$ cat src/rtl/uart_rx_marco.sv
// 8N1 UART receiver (OSR-times oversampled, 2-flop synchronised rx) with a "MARCO" keyword detector.
// data_valid/frame_err pulse on the stop-sample edge; marco_detected follows the final 'O' by one clk.
module uart_rx_marco #(
   parameter int OSR = 16
) (
   input  logic       clk,
   input  logic       rst_n,
   input  logic       baud_tick16,
   input  logic       rx,
   output logic [7:0] data,
   output logic       data_valid,
   output logic       frame_err,
   output logic       marco_detected,
   output logic       busy
);
   localparam int CW = $clog2(OSR);

   typedef enum logic [2:0] {S_IDLE, S_START, S_DATA, S_STOP, S_BREAK} state_t;

   state_t          state, state_nxt;
   logic            rx_meta, rx_s;
   logic [CW-1:0]   tick_cnt;
   logic [2:0]      bit_idx;
   logic [7:0]      shift;
   logic [2:0]      match_idx;
   logic            mid_start, full_bit;
   logic            sample_bit, stop_ok, stop_bad;

   function automatic logic [7:0] keyword(input logic [2:0] idx);
      case (idx)
         3'd0:    keyword = 8'h4D;
         3'd1:    keyword = 8'h41;
         3'd2:    keyword = 8'h52;
         3'd3:    keyword = 8'h43;
         default: keyword = 8'h4F;
      endcase
   endfunction

   assign mid_start = baud_tick16 && (tick_cnt == CW'(OSR/2 - 1));
   assign full_bit  = baud_tick16 && (tick_cnt == CW'(OSR - 1));

   always_ff @(posedge clk or negedge rst_n) begin
      if (!rst_n) begin
         rx_meta <= 1'b1;
         rx_s    <= 1'b1;
      end else begin
         rx_meta <= rx;
         rx_s    <= rx_meta;
      end
   end

   always_ff @(posedge clk or negedge rst_n) begin
      if (!rst_n) state <= S_IDLE;
      else        state <= state_nxt;
   end

   always_comb begin
      state_nxt = state;
      case (state)
         S_IDLE:  if (!rx_s) state_nxt = S_START;
         S_START: if (mid_start) state_nxt = rx_s ? S_IDLE : S_DATA;
         S_DATA:  if (full_bit && bit_idx == 3'd7) state_nxt = S_STOP;
         S_STOP:  if (full_bit) state_nxt = rx_s ? S_IDLE : S_BREAK;
         S_BREAK: if (rx_s) state_nxt = S_IDLE;
         default: state_nxt = S_IDLE;
      endcase
   end

   always_comb begin
      busy       = (state != S_IDLE);
      sample_bit = (state == S_DATA) && full_bit;
      stop_ok    = (state == S_STOP) && full_bit && rx_s;
      stop_bad   = (state == S_STOP) && full_bit && !rx_s;
   end

   // Counter is held at zero in IDLE, so entering START starts a fresh count.
   always_ff @(posedge clk or negedge rst_n) begin
      if (!rst_n) begin
         tick_cnt <= '0;
         bit_idx  <= 3'd0;
         shift    <= 8'h00;
      end else begin
         if (state == S_IDLE || (state == S_START && mid_start))
            tick_cnt <= '0;
         else if (baud_tick16)
            tick_cnt <= (tick_cnt == CW'(OSR - 1)) ? '0 : tick_cnt + CW'(1);

         if (state != S_DATA)
            bit_idx <= 3'd0;
         else if (full_bit)
            bit_idx <= bit_idx + 3'd1;

         if (sample_bit)
            shift <= {rx_s, shift[7:1]};
      end
   end

   always_ff @(posedge clk or negedge rst_n) begin
      if (!rst_n) begin
         data       <= 8'h00;
         data_valid <= 1'b0;
         frame_err  <= 1'b0;
      end else begin
         data_valid <= stop_ok;
         frame_err  <= stop_bad;
         if (stop_ok)
            data <= shift;
      end
   end

   // A mismatching 'M' restarts at index 1: the keyword only self-overlaps on its first letter.
   always_ff @(posedge clk or negedge rst_n) begin
      if (!rst_n) begin
         match_idx      <= 3'd0;
         marco_detected <= 1'b0;
      end else begin
         marco_detected <= 1'b0;
         if (frame_err) begin
            match_idx <= 3'd0;
         end else if (data_valid) begin
            if (match_idx == 3'd4 && data == keyword(3'd4)) begin
               marco_detected <= 1'b1;
               match_idx      <= 3'd0;
            end else if (match_idx < 3'd4 && data == keyword(match_idx)) begin
               match_idx <= match_idx + 3'd1;
            end else begin
               match_idx <= (data == 8'h4D) ? 3'd1 : 3'd0;
            end
         end
      end
   end
endmodule

$ cat config.mk
export PLATFORM = sky130hd
export DESIGN_NAME = uart_rx_marco
export DESIGN_NICKNAME = d
export VERILOG_FILES = /design/src/rtl/uart_rx_marco.sv
export SDC_FILE = /design/constraint.sdc
export NUM_CORES = 1
export LEC_CHECK = 0
export CORE_MARGIN = 4
export CORE_UTILIZATION = 50
export DETAILED_ROUTE_END_ITERATION = 10
export PLACE_DENSITY = 0.79
export SYNTH_ARGS = -nofsm -noshare
export SYNTH_HDL_FRONTEND = slang
export SYNTH_SLANG_ARGS = --single-unit
export TNS_END_PERCENT = 100
$ cat constraint.sdc
create_clock -name clk -period 2.2 [get_ports clk]
set_input_delay 0.44 -clock clk [delete_from_list [all_inputs] [get_ports clk]]
set_output_delay 0.44 -clock clk [all_outputs]
set_load 0.01 [all_outputs]
==> metrics list <==
- Simple-gate portion of the synthesized area: 15.0%
* Sequential area share after synthesis: 52.2%
* Core region area: 3080 um^2
* Final net count: 192
* Count of fill cells added during filler insertion: 260
* CP endpoint kind: flip-flop
- Entering global routing, the biggest net connects 35 pins.
- In this run, flip-flops and latches consume 59.6% of the power.
* Worst-path maximum fanout: 3
- Of all cell types, the one taking the most synthesized area is sky130_fd_sc_hd__dfrtp_1.
* Clock Skew: 0.00811 ns
- The path class of the tightest hold or removal check is reg -> reg.
* Max-slew headroom: 66.2%
- Worst supply voltage drop on vdd: 0.000541 V
* H-Tree Level Count: 2
* Post-synthesis instance area: 1630 um^2
- Combinational fraction of design power: 12.7%
- The flow ran to the end, but the final reports show violations.
* Row cnt: 20
- Clock latency on the worst-skew pair, taken at its later pin, is 0.32 ns.
* Commonest non-fill, non-tap cells in the layout: 32 x sky130_fd_sc_hd__dfrtp_1, 16 x sky130_fd_sc_hd__mux2_2, 15 x sky130_fd_sc_hd__nor2_1, 15 x sky130_fd_sc_hd__clkdlybuf4s50_1, 13 x sky130_fd_sc_hd__buf_4
* Vertical die dimension: 65.2 um
- Number of distinct library cells after synthesis: 31
- Yosys printed 0 warnings.
- Setup repair after global routing missed its margin: true
- The detailed router placed 1189 vias in this run.
* Full die area: 4250 um^2
- Crit share post-route: 107%
- Number of top-level pins: 16
- Remaining number of nets flagged by the antenna check after routing: 0
- Compared with the post-synthesis result, the final layout area differs by 24.8%.
- Antenna diode instance count: 0
* Residual overflow from global routing: 0
- Total net switching power: 0.000339 W
- Count of endpoints failing setup in the final report: 3
- Post-detailed-routing wire length: 3.12 mm
- Last weighted congestion value of the routability-driven placer: 0.776
* Achievable clock frequency: 0.427 GHz
- In this run the static leakage power is 0.970 nW.
- Final number of hold-violating endpoints: 0
- Area occupied by multi-input gates: 778 um^2
* Hold Path Origin: rx_meta
* First-pass GRT wire length: 5.53 mm
- The startpoint identified for the worst register-to-register timing path is match_idx[0].
- The design draws 0.00127 W.
* Total track usage: 16.8%
- The via count of the first global-routing pass is 1230.
- Element type at the critical path start: flip-flop
- Walking the worst path, the cells encountered are ha_2 -> ha_4 -> or4_4 -> or3_4 -> a2111oi_4 -> nand4_1 -> o21ai_1.
* Slew at the pin closest to its max-slew limit: 0.505 ns
- Tmin final: 2.34 ns
- Registers take 853 um^2.
- Delay of the slowest cell on the worst path: 0.43 ns
* Beginning of the critical path: match_idx[0]
- For this run, design rule violations remaining after detail routing come to 0.
- Ranking of synthesized cells by area: sky130_fd_sc_hd__dfrtp_1 49%, sky130_fd_sc_hd__mux2_2 11%, sky130_fd_sc_hd__ha_1 6.1%, sky130_fd_sc_hd__nor2_1 3.4%, sky130_fd_sc_hd__dfstp_2 3.2%
* Power density normalized to cell area: 622 nW/um^2
- Number of instances in the synthesized netlist: 146
* Average via count per standard cell: 5.28
- TritonCTS clock tree: built
- Kind of cell adding the most delay to the critical path: simple AND/OR/NAND/NOR gates
- The critical path is of the reg -> reg type.
* Worst path buffer plus inverter count: 0
* PortBufs: 15
- In this run, the clock network consumes 27.7% of the power.
- After synthesis, the mean cell area works out to 11.2 um^2.
* Number of max-cap violations: 0
- Compound-gate portion of the synthesized area: 7.89%
- Share of Yosys cell area claimed by the top area cell type: 49.0%
- Fin. max-slew vios: 0
- In this run the clock root is driven by a sky130_fd_sc_hd__clkbuf_4.
- Post-Synth XOR/XNOR Area: 2.14%
* Number of violations reported at the end of detailed-routing iteration 0: 26
- For this run, the share of the core covered by cells in the final layout is 66.3%.
- Horizontal die dimension: 65.2 um
- Internal power component: 0.000930 W
* Worst EP required: 2.45 ns
* Worst endpoint data arrival time: 2.59 ns
- Worst hold margin: 0.362 ns
- Of the total power, the share spent switching nets is 26.7%.
- Cells with a size suffix above 1 make up 28.7% of the layout.
- After detailed routing, the average wire length per cell comes to 13.9 um.
- Synthesized net count: 158
- The longest clock path from root to sink contains 2 buffers.
- Counting the buffers created by CTS gives 5.
- In this run, post-CTS hold repair placed 0 buffers.
- For this run, the detailed router's first-pass iteration total came to 4.
- Commonest non-fill, non-tap cell in the layout: sky130_fd_sc_hd__dfrtp_1
- Half-perimeter wire length after placement: 2.37 mm
- Clock input transition at the sequential cells of the worst setup and hold paths: 0.10 ns
* Highest-delay cell along the critical path: sky130_fd_sc_hd__dfrtp_1
* Number of antenna violations at the first check in global routing: 0
- #FFs+latches synth: 34
- The final reports fail on negative setup slack.
* Final worst setup slack: -0.144 ns
- Share of synthesized cell area in full adder, half adder and majority cells: 6.13%
* Multiplexer area fraction after synthesis: 14.1%
* Effective utilization at floorplan: 53.1%
- Main combinational cell family by area after synthesis: simple AND/OR/NAND/NOR gates
- CTS saw 34 sinks.
-- layer usage --
metal / global-route usage [%] / share of wire [%]
met5: 0 / 0
met3: 2.91 / 2.1
met2: 30.6 / 54
met1: 19.6 / 43
met4: 6.22 / 1.3
-- cells by family (layout without fill, tap and decap cells) --
kind of cell / after synthesis / in the layout
buffers and inverters: 11 / 46
DFF: 34 / 34
xor gates and xnor gates: 4 / 4
and+or+nand+nor: 49 / 49
muxes: 21 / 21
adders and majority gates: 8 / 8
AOI/OAI and AO/OA: 19 / 19
-- sequential cells by signal, summed over array words and instances, names as in the netlist --
| signal | flops |
|---|---|
| match_idx | 3 |
| data_valid | 1 |
| bit_idx | 3 |
| frame_err | 1 |
| rx_s | 1 |
| rx_meta | 1 |
| marco_detected | 1 |
| state | 3 |
| shift | 8 |
| data | 8 |
| tick_cnt | 4 |
-- cell usage after synthesis --
cell	n
sky130_fd_sc_hd__dfrtp_1	32
sky130_fd_sc_hd__mux2_2	16
sky130_fd_sc_hd__nor2_1	15
sky130_fd_sc_hd__nand2_1	12
sky130_fd_sc_hd__inv_1	9
sky130_fd_sc_hd__ha_1	8
sky130_fd_sc_hd__a21oi_1	6
sky130_fd_sc_hd__mux2i_1	5
sky130_fd_sc_hd__o21ai_0	5
sky130_fd_sc_hd__xor2_1	4
sky130_fd_sc_hd__nor4_1	3
sky130_fd_sc_hd__or3_1	3
sky130_fd_sc_hd__clkbuf_1	2
sky130_fd_sc_hd__dfstp_2	2
sky130_fd_sc_hd__nand2b_1	2
sky130_fd_sc_hd__nand3_1	2
sky130_fd_sc_hd__nand4_1	2
sky130_fd_sc_hd__nor3_1	2
sky130_fd_sc_hd__o21ai_1	2
sky130_fd_sc_hd__or3b_2	2
sky130_fd_sc_hd__or4_1	2
sky130_fd_sc_hd__a2111oi_2	1
sky130_fd_sc_hd__a311oi_1	1
sky130_fd_sc_hd__a31o_2	1
sky130_fd_sc_hd__and3_1	1
sky130_fd_sc_hd__nand4b_1	1
sky130_fd_sc_hd__nor3b_1	1
sky130_fd_sc_hd__o211ai_2	1
sky130_fd_sc_hd__o21ba_2	1
sky130_fd_sc_hd__o2bb2ai_1	1
sky130_fd_sc_hd__or2_2	1
-- through the flow --
stage,std cells,setup TNS (ns),setup WS (ns),area [um^2]
final,225,-0.402,-0.144,2040
after global routing,225,-0.592,-0.206,2040
after CTS,224,-0.538,-0.184,2030
after detailed placement,215,-0.726,-0.247,1950
after global placement,215,-0.363,-0.144,1950
after floorplan,146,-0.248,-0.112,1670
-- worst reg2reg max path, stage by stage (launching register included) --
cell and delay (ns):
sky130_fd_sc_hd__dfrtp_1 0.43, sky130_fd_sc_hd__ha_2 0.22, sky130_fd_sc_hd__ha_4 0.16, sky130_fd_sc_hd__or4_4 0.42, sky130_fd_sc_hd__or3_4 0.35, sky130_fd_sc_hd__a2111oi_4 0.35, sky130_fd_sc_hd__nand4_1 0.18, sky130_fd_sc_hd__o21ai_1 0.16
-- final cells by class --
cell class	instances	share of cell area, %
multi-input combinational	101	38.2
sequential	34	41.8
clock buffer	7	2.70
timing repair buffer	29	12.7
inverter	9	1.66
clock inverter	1	0.245
tap	44	2.70
-- power by group through the flow --
stage / Clock, W / Combinational, W / Sequential [W]
after global placement: 0 / 0.000152 / 0.000759
after CTS: 0.000360 / 0.000164 / 0.000755
final: 0.000352 / 0.000161 / 0.000755
after detailed placement: 0 / 0.000162 / 0.000768
after floorplan: 0 / 0.000118 / 0.000750
after global routing: 0.000396 / 0.000183 / 0.000767
-- repair_timing --
item,in CTS,in global routing
buffers inserted,1,1
endpoints found under the setup margin,3,3
gates cloned,0,0
gates resized for setup,4,0
pin swaps,10,4
-- path summary, 6_finish.rpt --
path	end	slack [ns]	depth (start not counted)
setup / recovery	match_idx[1]	-0.14	7
hold / removal	rx_s	0.36	0
hold reg to reg	rx_s	0.36	0
min in group asynchronous	data_valid	0.51	2
max in group asynchronous	rx_s	1.37	2
setup reg to reg	match_idx[1]	-0.14	7
Power figures use the tool's default switching activity.
